==> config.mk <==
export PLATFORM = sky130hd
export DESIGN_NAME = ws2812b_frame_ctrl
export DESIGN_NICKNAME = d
export VERILOG_FILES = /design/src/rtl/ws2812b_frame_ctrl.sv
export SDC_FILE = /design/constraint.sdc
export NUM_CORES = 1
export LEC_CHECK = 0
export CELL_PAD_IN_SITES_DETAIL_PLACEMENT = 1
export CELL_PAD_IN_SITES_GLOBAL_PLACEMENT = 1
export CORE_ASPECT_RATIO = 2
export CORE_MARGIN = 5
export CORE_UTILIZATION = 40
export CTS_CLUSTER_DIAMETER = 50
export CTS_CLUSTER_SIZE = 28
export DETAILED_ROUTE_END_ITERATION = 12
export HOLD_SLACK_MARGIN = 0.12
export PLACE_DENSITY = 0.75
export SLEW_MARGIN = 40
export SYNTH_ARGS = -nofsm -noshare
export SYNTH_HDL_FRONTEND = slang
export SYNTH_SLANG_ARGS = --single-unit
==> constraint.sdc <==
create_clock -name clk -period 3.5 [get_ports clk]
set_input_delay 0.35 -clock clk [delete_from_list [all_inputs] [get_ports clk]]
set_output_delay 0.35 -clock clk [all_outputs]
set_load 0.01 [all_outputs]
==> src/rtl/ws2812b_frame_ctrl.sv <==
// +--------------------------------------------------------------------------+
// | Module      : ws2812b_frame_ctrl                                         |
// | Description : WS2812B frame controller. Holds a pixel register file and  |
// |               serialises it MSB first as one frame plus a latch gap.     |
// |               Define WS2812B_AUTO_REFRESH_EN to add a periodic start.    |
// | Revision    : 1.0 - initial release                                      |
// +--------------------------------------------------------------------------+
`default_nettype none

module ws2812b_frame_ctrl #(
  parameter int LED_COUNT      = 8,
  parameter int TBIT           = 15,
  parameter int T0H            = 4,
  parameter int T1H            = 8,
  parameter int RESET_CYCLES   = 960,
  parameter int REFRESH_CYCLES = 12000000,
  localparam int c_addr_w      = (LED_COUNT > 1) ? $clog2(LED_COUNT) : 1
) (
  input  logic                clk,
  input  logic                rst_n,
  input  logic                start,
  input  logic                wr_en,
  input  logic [c_addr_w-1:0] wr_addr,
  input  logic [23:0]         wr_data,
  output logic                sig1,
  output logic                busy,
  output logic                frame_done
);

  localparam int c_pw = $clog2(TBIT + 1);
  localparam int c_lw = (RESET_CYCLES > 1) ? $clog2(RESET_CYCLES + 1) : 1;

  localparam logic [c_pw-1:0]     c_t0_last    = c_pw'(T0H - 1);
  localparam logic [c_pw-1:0]     c_t1_last    = c_pw'(T1H - 1);
  localparam logic [c_pw-1:0]     c_tbit_last  = c_pw'(TBIT - 1);
  localparam logic [c_lw-1:0]     c_latch_last = c_lw'(RESET_CYCLES - 1);
  localparam logic [c_addr_w-1:0] c_last_led   = c_addr_w'(LED_COUNT - 1);

  localparam logic [2:0] c_st_idle  = 3'd0;
  localparam logic [2:0] c_st_load  = 3'd1;
  localparam logic [2:0] c_st_high  = 3'd2;
  localparam logic [2:0] c_st_low   = 3'd3;
  localparam logic [2:0] c_st_latch = 3'd4;

  logic [2:0]          r_state;
  logic [2:0]          w_state_next;
  logic [23:0]         r_pix [LED_COUNT];
  logic [23:0]         r_shift;
  logic [4:0]          r_bit_cnt;
  logic [c_addr_w-1:0] r_led_idx;
  logic [c_pw-1:0]     r_phase;
  logic [c_lw-1:0]     r_latch_cnt;
  logic                r_sig1;
  logic                r_busy;
  logic                r_frame_done;

  logic                w_start;
  logic                w_sig1_next;
  logic                w_busy_next;
  logic                w_done_next;
  logic [c_pw-1:0]     w_high_last;
  logic                w_bit_end;
  logic [c_addr_w-1:0] w_next_idx;
  logic [c_addr_w-1:0] w_load_idx;
  logic [23:0]         w_load_pix;

`ifdef WS2812B_AUTO_REFRESH_EN
  localparam int c_rw = (REFRESH_CYCLES > 1) ? $clog2(REFRESH_CYCLES) : 1;
  localparam logic [c_rw-1:0] c_refresh_last = c_rw'(REFRESH_CYCLES - 1);

  logic [c_rw-1:0] r_refresh_cnt;

  always_ff @(posedge clk) begin
    if (!rst_n) begin
      r_refresh_cnt <= '0;
    end else if (r_refresh_cnt == c_refresh_last) begin
      r_refresh_cnt <= '0;
    end else begin
      r_refresh_cnt <= r_refresh_cnt + c_rw'(1);
    end
  end

  // The FSM only honours a start in IDLE, so refresh ticks during a frame drop out.
  assign w_start = start | (r_refresh_cnt == c_refresh_last);
`else
  assign w_start = start;
`endif

  assign w_high_last = r_shift[23] ? c_t1_last : c_t0_last;
  assign w_bit_end   = (r_phase == c_tbit_last);
  assign w_next_idx  = r_led_idx + c_addr_w'(1);
  assign w_load_idx  = (r_state == c_st_load) ? '0 : w_next_idx;
  // A write landing on the very edge a pixel is loaded is forwarded, so it is not lost.
  assign w_load_pix  = (wr_en && (wr_addr == w_load_idx)) ? wr_data : r_pix[w_load_idx];

  always_ff @(posedge clk) begin
    for (int i = 0; i < LED_COUNT; i++) begin
      if (!rst_n) begin
        r_pix[i] <= '0;
      end else if (wr_en && (wr_addr == c_addr_w'(i))) begin
        r_pix[i] <= wr_data;
      end
    end
  end

  always_ff @(posedge clk) begin
    if (!rst_n) begin
      r_state      <= c_st_idle;
      r_sig1       <= 1'b0;
      r_busy       <= 1'b0;
      r_frame_done <= 1'b0;
    end else begin
      r_state      <= w_state_next;
      r_sig1       <= w_sig1_next;
      r_busy       <= w_busy_next;
      r_frame_done <= w_done_next;
    end
  end

  always_comb begin
    w_state_next = r_state;
    case (r_state)
      c_st_idle: begin
        if (w_start) w_state_next = c_st_load;
      end
      c_st_load: begin
        w_state_next = c_st_high;
      end
      c_st_high: begin
        if (r_phase == w_high_last) w_state_next = c_st_low;
      end
      c_st_low: begin
        if (w_bit_end) begin
          if ((r_bit_cnt == 5'd0) && (r_led_idx == c_last_led)) begin
            w_state_next = c_st_latch;
          end else begin
            w_state_next = c_st_high;
          end
        end
      end
      c_st_latch: begin
        if (r_latch_cnt == c_latch_last) w_state_next = c_st_idle;
      end
      default: begin
        w_state_next = c_st_idle;
      end
    endcase
  end

  // Outputs are decoded from the next state so the registered line stays aligned with r_state.
  always_comb begin
    w_sig1_next = (w_state_next == c_st_high);
    w_busy_next = (w_state_next != c_st_idle);
    w_done_next = (r_state == c_st_latch) && (w_state_next == c_st_idle);
  end

  always_ff @(posedge clk) begin
    if (!rst_n) begin
      r_shift     <= '0;
      r_bit_cnt   <= '0;
      r_led_idx   <= '0;
      r_phase     <= '0;
      r_latch_cnt <= '0;
    end else begin
      case (r_state)
        c_st_idle: begin
          r_phase     <= '0;
          r_latch_cnt <= '0;
        end
        c_st_load: begin
          r_shift   <= w_load_pix;
          r_led_idx <= '0;
          r_bit_cnt <= 5'd23;
          r_phase   <= '0;
        end
        c_st_high: begin
          r_phase <= r_phase + c_pw'(1);
        end
        c_st_low: begin
          if (w_bit_end) begin
            r_phase <= '0;
            if (r_bit_cnt == 5'd0) begin
              if (r_led_idx != c_last_led) begin
                r_shift   <= w_load_pix;
                r_led_idx <= w_next_idx;
                r_bit_cnt <= 5'd23;
              end
            end else begin
              r_shift   <= {r_shift[22:0], 1'b0};
              r_bit_cnt <= r_bit_cnt - 5'd1;
            end
          end else begin
            r_phase <= r_phase + c_pw'(1);
          end
        end
        c_st_latch: begin
          if (r_latch_cnt == c_latch_last) begin
            r_latch_cnt <= '0;
          end else begin
            r_latch_cnt <= r_latch_cnt + c_lw'(1);
          end
        end
        default: ;
      endcase
    end
  end

  assign sig1       = r_sig1;
  assign busy       = r_busy;
  assign frame_done = r_frame_done;

endmodule

`default_nettype wire
==> metrics.txt, run 1 <==
Post-CTS Resized 0; Reg2Reg Setup Slack around 0.7 ns; Final min period between 2 and 3 ns; FF-to-FF path depth 8; final WL 29.1 mm; worst-margin pin slew 0.714 ns; Rows 86; Slew Limit Fails 0; vias between 7000 and 8000; HPWL after DPL between 15 and 20 mm; worst r2r dst r_shift[22]$_SDFFE_PN0P_; Peak Freq around 360 MHz; clock root buffer clkbuf_16; post-layout util 0.458; WP data arrival ~3.2 ns; die width roughly 130 um; I/O pins 34; Clock Skews roughly 0.028 ns; initial core utilization 0.404; Post-CTS Setup Inserts 0; Post-Syn Area ~0.011 mm^2; Synth Warn # 0; htree depth 1; CTS buffer count 18; worst flop-to-flop path startpoint r_led_idx[0]$_SDFFE_PN0P_; clock sink count approximately 240; sequential area share after synthesis 0.611; core area between 0.02 and 0.03 mm^2; Placer Congestion ~0.78; Hold Buf Count CTS 0; aggregate global-route resource usage 0.187; Initial DRT Pass Iterations 4; Pleak around 0.0044 uW; vias in the first global route roughly 8000; Finished Cell Area ~0.013 mm^2; total power around 6200 uW; CTS tree yes; initial antenna violation count 0; antenna cells 0; Slew HR 0.522; crit-path max FO 13; antenna-violating nets left 0; # DRC 0; share of post-route cells with drive strength above 1 0.133; IO Port Bufs 33; commonest non-fill, non-tap cell in the layout and2_1; maxcap violations 0; worst vdd ir ~0.27 mV; pre-CTS WS between 0.7 and 0.8 ns; Final Hold Vio Count 0; Syn Nets around 900; Via density roughly 5.7; routed wire length per instance 23.2 um; 1st-iter DRT viols 345; CP Data Required Time 3.91 ns; Layout area overhead 13.3%; cells after synthesis just under 900; RSZ-0062 raised after global routing no; total gr overflow 0; most frequent cells in the layout and2_1 (194), edfxtp_1 (192), nor2_1 (78); crit path capture type flop; post-synth cell types 65; Critical Path Start Type flop; Setup TNS 0 ns; CTS Buffer Depth 3; final setup margin just over 0.7 ns; period utilization 0.798; Clock transition at path regs 0.09 ns; Synth Area per Inst 12.9 um^2; WHS Endpoint r_latch_cnt[9]$_SDFFE_PN0P_; Skew-Pair Late Insertion Delay around 0.53 ns; Setup CP Type flop to flop; pwr dens a little under 500 mW/mm^2; Post-synth EDFFs between 150 and 200; final setup vio count 0; Nets a little over 900; largest net degree at the start of global routing 41; area post-placement ~0.012 mm^2; Worst Hold Class flop to flop; status finished clean; first-pass GRT wire length 44.8 mm; Die H between 200 and 250 um; Top FF cell, synth edfxtp_1; synthesized flop and latch total between 200 and 250; Worst Hold Path Cells 1; HP Start r_latch_cnt[9]$_SDFFE_PN0P_; die area between 0.03 and 0.04 mm^2; async set or reset register ratio after synthesis 0
-- worst max path at each step --
stage | startpoint | to | slack, ns | cells after the start
CTS | r_led_idx[0]$_SDFFE_PN0P_ | r_shift[22]$_SDFFE_PN0P_ | 0.73 | 8
finish | r_led_idx[0]$_SDFFE_PN0P_ | r_shift[22]$_SDFFE_PN0P_ | 0.71 | 8
global placement | r_led_idx[0]$_SDFFE_PN0P_ | r_shift[3]$_SDFFE_PN0P_ | 0.83 | 8
global route | r_led_idx[0]$_SDFFE_PN0P_ | r_shift[22]$_SDFFE_PN0P_ | 0.53 | 8
detailed placement | r_led_idx[0]$_SDFFE_PN0P_ | r_shift[1]$_SDFFE_PN0P_ | 0.72 | 8
floorplan | wr_addr[1] | r_pix[1][0]$_SDFFCE_PN0P_ | 0.62 | 3
-- synthesized netlist by cell type, drive strengths merged, types with 2 or more instances --
cell / n / area share
ha: 7 / 0.0079
o31ai: 3 / 0.0020
inv: 10 / 0.0034
nand2: 16 / 0.0071
nand4: 2 / 0.0011
nor3: 8 / 0.0045
and2: 194 / 0.11
a21oi: 13 / 0.0058
xnor2: 2 / 0.0016
dfxtp: 52 / 0.093
a211oi: 23 / 0.015
buf: 25 / 0.014
mux4: 24 / 0.049
nor2b: 5 / 0.0035
nor2: 80 / 0.027
nor4b: 2 / 0.0029
mux2: 2 / 0.0020
mux2i: 27 / 0.024
a311oi: 2 / 0.0016
nor3b: 6 / 0.0051
and3: 7 / 0.0039
clkbuf: 30 / 0.010
a31oi: 5 / 0.0028
a22oi: 21 / 0.014
nand2b: 4 / 0.0022
or2: 3 / 0.0017
edfxtp: 192 / 0.52
o21ai: 22 / 0.011
a31o: 3 / 0.0024
a221o: 23 / 0.021
o22ai: 23 / 0.013
xor2: 3 / 0.0024
nand3: 9 / 0.0045
a21boi: 2 / 0.0017
-- stage by stage --
| stage | cells | hold slack, ns |
|---|---|---|
| finish | 1257 | 0.496 |
| global route | 1257 | 0.528 |
| CTS | 1257 | 0.498 |
| detailed placement | 1225 | 0.482 |
| global placement | 1225 | 0.466 |
| floorplan | 865 | 0.449 |
-- routing by layer --
layer	global-route usage	part of all wire	vias up
li1	-	-	3260
met1	0.188	0.35	3733
met2	0.378	0.59	130
met3	0.0204	0.025	56
met4	0.0719	0.036	0
met5	0	0	-
-- registers in the layout, summed over array words and instances, names as in the netlist --
signal       count
r_state          3
r_latch_cnt     10
r_phase          4
sig1             1
r_led_idx        3
r_shift         24
r_pix          192
busy             1
r_bit_cnt        5
frame_done       1
-- cell families after synthesis --
logic type	Yosys count	synth area share
xor gates and xnor gates	5	0.00393
DFF	244	0.611
muxes	53	0.0748
AOI/OAI and AO/OA	149	0.0975
adders and majority gates	7	0.00786
and+or+nand+nor	342	0.177
buffers and inverters	65	0.0280
-- layout make-up --
type | count | area [um^2]
Timing Repair Buffer | 63 | 556
Sequential cell | 244 | 6810
Clock buffer | 19 | 475
Clock inverter | 13 | 208
Multi-Input combinational cell | 556 | 4100
Fill cell | 2894 | 14900
Tap cell | 352 | 440
Inverter | 10 | 37.5
-- where the power goes --
part | internal, uW | switching [uW]
clock network | 1110 | 1250
registers | 3300 | 68.2
logic | 192 | 286
total | 4600 | 1600
-- critical path, cell delays in order, from the launching register on --
cell and delay [ns]:
dfxtp_2 0.35, ha_1 0.20, ha_1 0.42, nor2_1 0.22, nand3_1 0.55, buf_4 0.40, o22ai_1 0.16, a211oi_1 0.07
a221o_1 0.32
Power figures use the tool's default switching activity.
==> run 2: changes to the inputs <==
- PLACE_DENSITY: 0.75 -> 0.77
- clock period: 3.5 -> 2.5 ns (I/O delays scaled with it)
==> run 2 against run 1 <==
- first-iteration DRC count rose by 32%
- clock skew rose by 0.0043 ns
- clock power rose by 49%
- worst setup slack got worse by 0.60 ns
- routed wire length rose by 2.9%
- die area did not move
- critical path depth rose by 1
- largest cell class unchanged
==> metrics.txt, run 2 (synthesis gave the netlist of run 1 again) <==
status finished clean (unchanged); Post-CTS Resized 0 (unchanged); maxcap violations 0 (unchanged); Setup CP Type flop to flop (unchanged); worst vdd ir 0.721 mV (was 0.274 mV); commonest non-fill, non-tap cell in the layout and2_1 (unchanged); Layout area overhead 17.4% (was 13.3%); max FFs per register 192 (unchanged); clock sink count 244 (unchanged); total power 8980 uW (was 6210 uW); final setup vio count 0 (unchanged); Hold Buf Count CTS 0 (unchanged); HPWL after DPL 19.9 mm (was 18.8 mm); 1st-iter DRT viols 454 (was 345); routed wire length per instance 23.3 um (was 23.2 um); worst-margin pin slew 0.570 ns (was 0.714 ns); antenna-violating nets left 0 (unchanged); Skew-Pair Late Insertion Delay 0.53 ns (about the same); pwr dens 686 mW/mm^2 (was 492 mW/mm^2); Nets 958 (was 931); Initial DRT Pass Iterations 6 (was 4); clock root buffer clkbuf_16 (unchanged); Die H 246 um (unchanged); final WL 29.9 mm (was 29.1 mm); IO Port Bufs 33 (unchanged); vias 7287 (was 7179); aggregate global-route resource usage 0.191 (was 0.187); area post-placement 0.0123 mm^2 (was 0.0119 mm^2); Biggest register r_pix (unchanged); Final min period 2.39 ns (was 2.79 ns); die width 128 um (unchanged); initial core utilization 0.404 (unchanged); Slew HR 0.619 (was 0.522); Worst Hold Class input pin to flop (was flop to flop); Peak Freq 418 MHz (was 358 MHz); Post-CTS Setup Inserts 0 (unchanged); CTS Buffer Depth 3 (unchanged); Slew Limit Fails 0 (unchanged); Rows 86 (unchanged); antenna cells 0 (unchanged); CP Data Required Time 2.89 ns (was 3.91 ns); CTS tree yes (unchanged); Critical Path Start Type flop (unchanged); first-pass GRT wire length 45.9 mm (was 44.8 mm); period utilization 0.958 (was 0.798); post-layout util 0.475 (was 0.458); crit path capture type flop (unchanged); Finished Cell Area 0.0131 mm^2 (was 0.0126 mm^2); initial antenna violation count 0 (unchanged); # DRC 0 (unchanged); RSZ-0062 raised after global routing no (unchanged); vias in the first global route 8000 (was 7862); Final Hold Vio Count 0 (unchanged); largest net degree at the start of global routing 41 (unchanged); share of post-route cells with drive strength above 1 0.161 (was 0.133); Top Registers r_pix x192, r_shift x24, r_latch_cnt x10 (unchanged); most frequent cells in the layout and2_1 (194), edfxtp_1 (192), nor2_1 (78) (unchanged); crit-path max FO 22 (was 13); filler instances 2875 (was 2894); Clock transition at path regs 0.08 ns (was 0.09 ns); total gr overflow 0 (unchanged); htree depth 1 (unchanged); Clock Skews 0.0318 ns (was 0.0275 ns); Placer Congestion 0.830 (was 0.782); I/O pins 34 (unchanged); WP data arrival 2.79 ns (was 3.20 ns); Via density 5.67 (was 5.71); die area 0.0315 mm^2 (unchanged); CTS buffer count 20 (was 18); Pleak 0.00460 uW (was 0.00439 uW); core area 0.0275 mm^2 (unchanged)
==> run 2: worst max-delay path: stages, from the launching register on <==
cell and delay [ns]:
dfxtp_2 0.33, ha_1 0.30, or2_2 0.31, a211oi_2 0.25, buf_4 0.16, o21ai_4 0.07
buf_4 0.17, nor2b_4 0.12, buf_4 0.21, a221o_1 0.35
==> run 2: final timing paths <==
path / depth (start not counted) / endpoint / start / slack, ns
min reg2reg: 1 / r_latch_cnt[9]$_SDFFE_PN0P_ / r_latch_cnt[9]$_SDFFE_PN0P_ / 0.50
min: 3 / r_state[0]$_SDFF_PN0_ / start / 0.49
max reg2reg: 9 / r_shift[18]$_SDFFE_PN0P_ / r_led_idx[0]$_SDFFE_PN0P_ / 0.11
max: 9 / r_shift[18]$_SDFFE_PN0P_ / r_led_idx[0]$_SDFFE_PN0P_ / 0.11
==> run 2: routing by layer <==
metal	GRT usage	wire length, um	up-vias
met5	0	0	-
met4	0.0856	1240	0
met3	0.0182	946	73
met2	0.385	17700	162
met1	0.190	10100	3736
li1	-	-	3316
==> run 2: power breakdown <==
part	switching (uW)	internal [uW]	total (uW)
clock network	1740	1780	3520
logic	432	317	749
registers	88.4	4620	4710
total	2260	6720	8980
==> run 2: final cells by class <==
cell class / count / area, um^2 / share of cell area
inverter: 10 / 37.5 / 0.00287
sequential: 244 / 6810 / 0.520
timing repair buffer: 88 / 931 / 0.0711
multi-input combinational: 556 / 4120 / 0.315
tap: 352 / 440 / 0.0337
clock inverter: 15 / 224 / 0.0171
clock buffer: 21 / 526 / 0.0402
==> run 2: per-stage QoR <==
step | setup TNS, ns | std cells | hold WS, ns | worst slack (ns)
3_5_place_dp | 0 | 1250 | 0.481 | 0.0299
3_3_place_gp | -2.93 | 1250 | 0.481 | -0.130
6_report | 0 | 1286 | 0.488 | 0.105
2_1_floorplan | -25.31 | 865 | 0.389 | -0.280
5_1_grt | 0 | 1286 | 0.498 | 0.0112
4_1_cts | 0 | 1286 | 0.458 | 0.0126
==> run 3: changes to the inputs <==
- ABC_AREA: default -> 1
- PLACE_DENSITY: 0.77 -> 0.82
==> run 3 against run 2 <==
- synthesized cell count rose by 62%
- global-route usage up 3.5 points
- final area rose by 2.4%
- largest cell class unchanged
- non-clock buffer count is 1 lower
- sequential cell count did not move
- largest power group unchanged
- critical path type unchanged
- critical path depth rose by 2
- critical endpoint is now r_shift[20]$_SDFFE_PN0P_
- cell count rose by 40%
- via count increased by 37%
==> metrics.txt, run 3 <==
status finished clean (unchanged); Final Hold Vio Count 0 (unchanged); total gr overflow 0 (unchanged); Setup TNS 0 ns (unchanged); Top Registers r_pix x192, r_shift x24, r_latch_cnt x10 (unchanged); routed wire length per instance 21.3 um (was 23.3 um); CTS buffer count 15 (was 20); async set or reset register ratio after synthesis 0 (unchanged); Pleak 0.00567 uW (was 0.00460 uW); Layout area overhead 12.4% (was 17.4%); cells after synthesis 1400 (was 865); sequential area share after synthesis 0.571 (was 0.611); Die H 254 um (was 246 um); WHS Endpoint r_latch_cnt[8]$_SDFFE_PN0P_ (was r_state[0]$_SDFF_PN0_); Synth Warn # 0 (unchanged); Final min period 2.28 ns (was 2.39 ns); RSZ-0062 raised after global routing no (unchanged); Via density 5.58 (was 5.67); Hold Buf Count CTS 0 (unchanged); worst flop-to-flop path startpoint r_led_idx[1]$_SDFFE_PN0P_ (was r_led_idx[0]$_SDFFE_PN0P_); aggregate global-route resource usage 0.226 (was 0.191); worst-margin pin slew 0.517 ns (was 0.570 ns); Top FF cell, synth edfxtp_1 (unchanged); Worst Hold Path Cells 4 (was 3); worst vdd ir 0.410 mV (was 0.721 mV); # DRC 0 (unchanged); Placer Congestion 0.838 (was 0.830); crit path capture type flop (unchanged); die area 0.0335 mm^2 (was 0.0315 mm^2); final setup vio count 0 (unchanged); CTS tree yes (unchanged); count leader, synth nand2_1 (was and2_1); Syn Nets 1438 (was 903); HP Start rst_n (was start); I/O pins 34 (unchanged); Biggest register r_pix (unchanged); Worst Hold Class input pin to flop (unchanged); FF-to-FF path depth 11 (was 9); initial core utilization 0.404 (about the same); first-pass GRT wire length 59.1 mm (was 45.9 mm); WP data arrival 2.66 ns (was 2.79 ns); ranking of synthesized cells by area edfxtp_1 (48%), nand2_1 (9.8%), nor2_1 (9.7%) (was edfxtp_1 (52%), and2_1 (11%), dfxtp_1 (9.3%)); CP Data Required Time 2.87 ns (was 2.89 ns); max FFs per register 192 (unchanged); Initial DRT Pass Iterations 5 (was 6); period utilization 0.914 (was 0.958); crit-path max FO 14 (was 22); antenna-violating nets left 0 (unchanged); Slew Limit Fails 0 (unchanged); synthesized flop and latch total 244 (unchanged); Clock transition at path regs 0.11 ns (was 0.08 ns); total power 8820 uW (was 8980 uW); Rows 89 (was 86); biggest area consumer among synthesized cells edfxtp_1 (unchanged); Post-synth top cells nand2_1 (310), nor2_1 (307), edfxtp_1 (192) (was and2_1 (194), edfxtp_1 (192), nor2_1 (79)); vias 10013 (was 7287); clock sink count 244 (unchanged); pwr dens 658 mW/mm^2 (was 686 mW/mm^2); final WL 38.2 mm (was 29.9 mm); Clock Skews 0.0525 ns (was 0.0318 ns); area share of the largest cell type after synthesis 0.484 (was 0.517); Post-synth EDFFs 192 (unchanged); Peak Freq 438 MHz (was 418 MHz); Slew HR 0.656 (was 0.619); die width 132 um (was 128 um); post-synth cell types 35 (was 65); largest net degree at the start of global routing 49 (was 41); vias in the first global route 10874 (was 8000); share of post-route cells with drive strength above 1 0.0818 (was 0.161); core area 0.0295 mm^2 (was 0.0275 mm^2); Skew-Pair Late Insertion Delay 0.54 ns (was 0.53 ns); worst r2r dst r_shift[20]$_SDFFE_PN0P_ (was r_shift[18]$_SDFFE_PN0P_); Nets 1459 (was 958); Setup CP Type flop to flop (unchanged); clock root buffer clkbuf_16 (unchanged); maxcap violations 0 (unchanged); Synth Area per Inst 8.51 um^2 (was 12.9 um^2); CTS Buffer Depth 3 (unchanged); initial antenna violation count 0 (unchanged); filler instances 3475 (was 2875); HPWL after DPL 25.6 mm (was 19.9 mm); Reg2Reg Setup Slack 0.22 ns (was 0.11 ns); Critical Path Start Type flop (unchanged); antenna cells 0 (unchanged); htree depth 1 (unchanged); 1st-iter DRT viols 725 (was 454); most frequent cells in the layout nand2_1 (309), nor2_1 (307), edfxtp_1 (192) (was and2_1 (194), edfxtp_1 (192), nor2_1 (78)); IO Port Bufs 33 (unchanged); commonest non-fill, non-tap cell in the layout nand2_1 (was and2_1); Post-Syn Area 0.0119 mm^2 (was 0.0111 mm^2)
run 3: per-layer routing:
metal	wire length, um	part of all wire	global-route usage	vias up
met4	2130	0.056	0.129	0
li1	-	-	-	4606
met5	0	0	0	-
met3	1870	0.049	0.0202	107
met2	20800	0.55	0.435	349
met1	13400	0.35	0.235	4951
run 3: worst max-delay path by stage:
stage	depth (start not counted)	startpoint	slack, ns	endpoint
after detailed placement	4	rst_n	0.25	r_pix[3][3]$_SDFFCE_PN0P_
after floorplan	2	wr_en	0.01	r_pix[7][0]$_SDFFCE_PN0P_
after CTS	11	r_led_idx[0]$_SDFFE_PN0P_	0.21	r_shift[20]$_SDFFE_PN0P_
final	11	r_led_idx[1]$_SDFFE_PN0P_	0.22	r_shift[20]$_SDFFE_PN0P_
after global routing	12	r_led_idx[1]$_SDFFE_PN0P_	0.05	r_shift[4]$_SDFFE_PN0P_
after global placement	4	rst_n	0.25	r_pix[3][21]$_SDFFCE_PN0P_
run 3: layout make-up:
type	instances	area (um^2)	share of cell area
timing repair buffer	87	881	0.0658
clock buffer	18	397	0.0296
sequential	244	6810	0.508
tap	364	455	0.0340
inverter	127	479	0.0358
clock inverter	8	106	0.00794
multi-input combinational	946	4270	0.319
run 3: cell families (layout without fill, tap and decap cells):
group,count (synthesis),count (layout),synth area share
xor+xnor,1,1,0.000735
flops,244,244,0.571
fa+ha+maj,7,7,0.00735
compound gates,81,81,0.0427
simple gates,857,857,0.307
buf+inv,210,240,0.0712
run 3: power breakdown:
part	leakage [uW]	internal (uW)	switching, uW
clock network	0.000245	1240	1530
registers	0.00228	4620	89.9
logic	0.00314	439	898
run 3: critical path: stages, from the launching register on:
cell	delay, ns
dfxtp_1	0.34
ha_1	0.54
nand2_4	0.24
nand2_1	0.11
nand2_1	0.09
nor2_4	0.18
nand2_2	0.07
buf_4	0.20
nand3_1	0.13
nand2_1	0.09
nand2_1	0.06
a21oi_1	0.05
run 3: through the flow:
stage | worst slack [ns] | hold slack [ns] | cell area, um^2 | cells | utilization
CTS | 0.210 | 0.473 | 13400 | 1794 | 0.454
finish | 0.216 | 0.350 | 13400 | 1794 | 0.454
floorplan | 0.0133 | 0.431 | 11900 | 1400 | -
global placement | 0.247 | 0.447 | 12900 | 1768 | 0.437
detailed placement | 0.246 | 0.458 | 12900 | 1768 | 0.437
global route | 0.0506 | 0.381 | 13400 | 1794 | 0.454
run 3: what timing repair did:
item                                    CTS  global route
buffers inserted                          0             0
gates resized for setup                   0             1
endpoints found under the setup margin    0             2
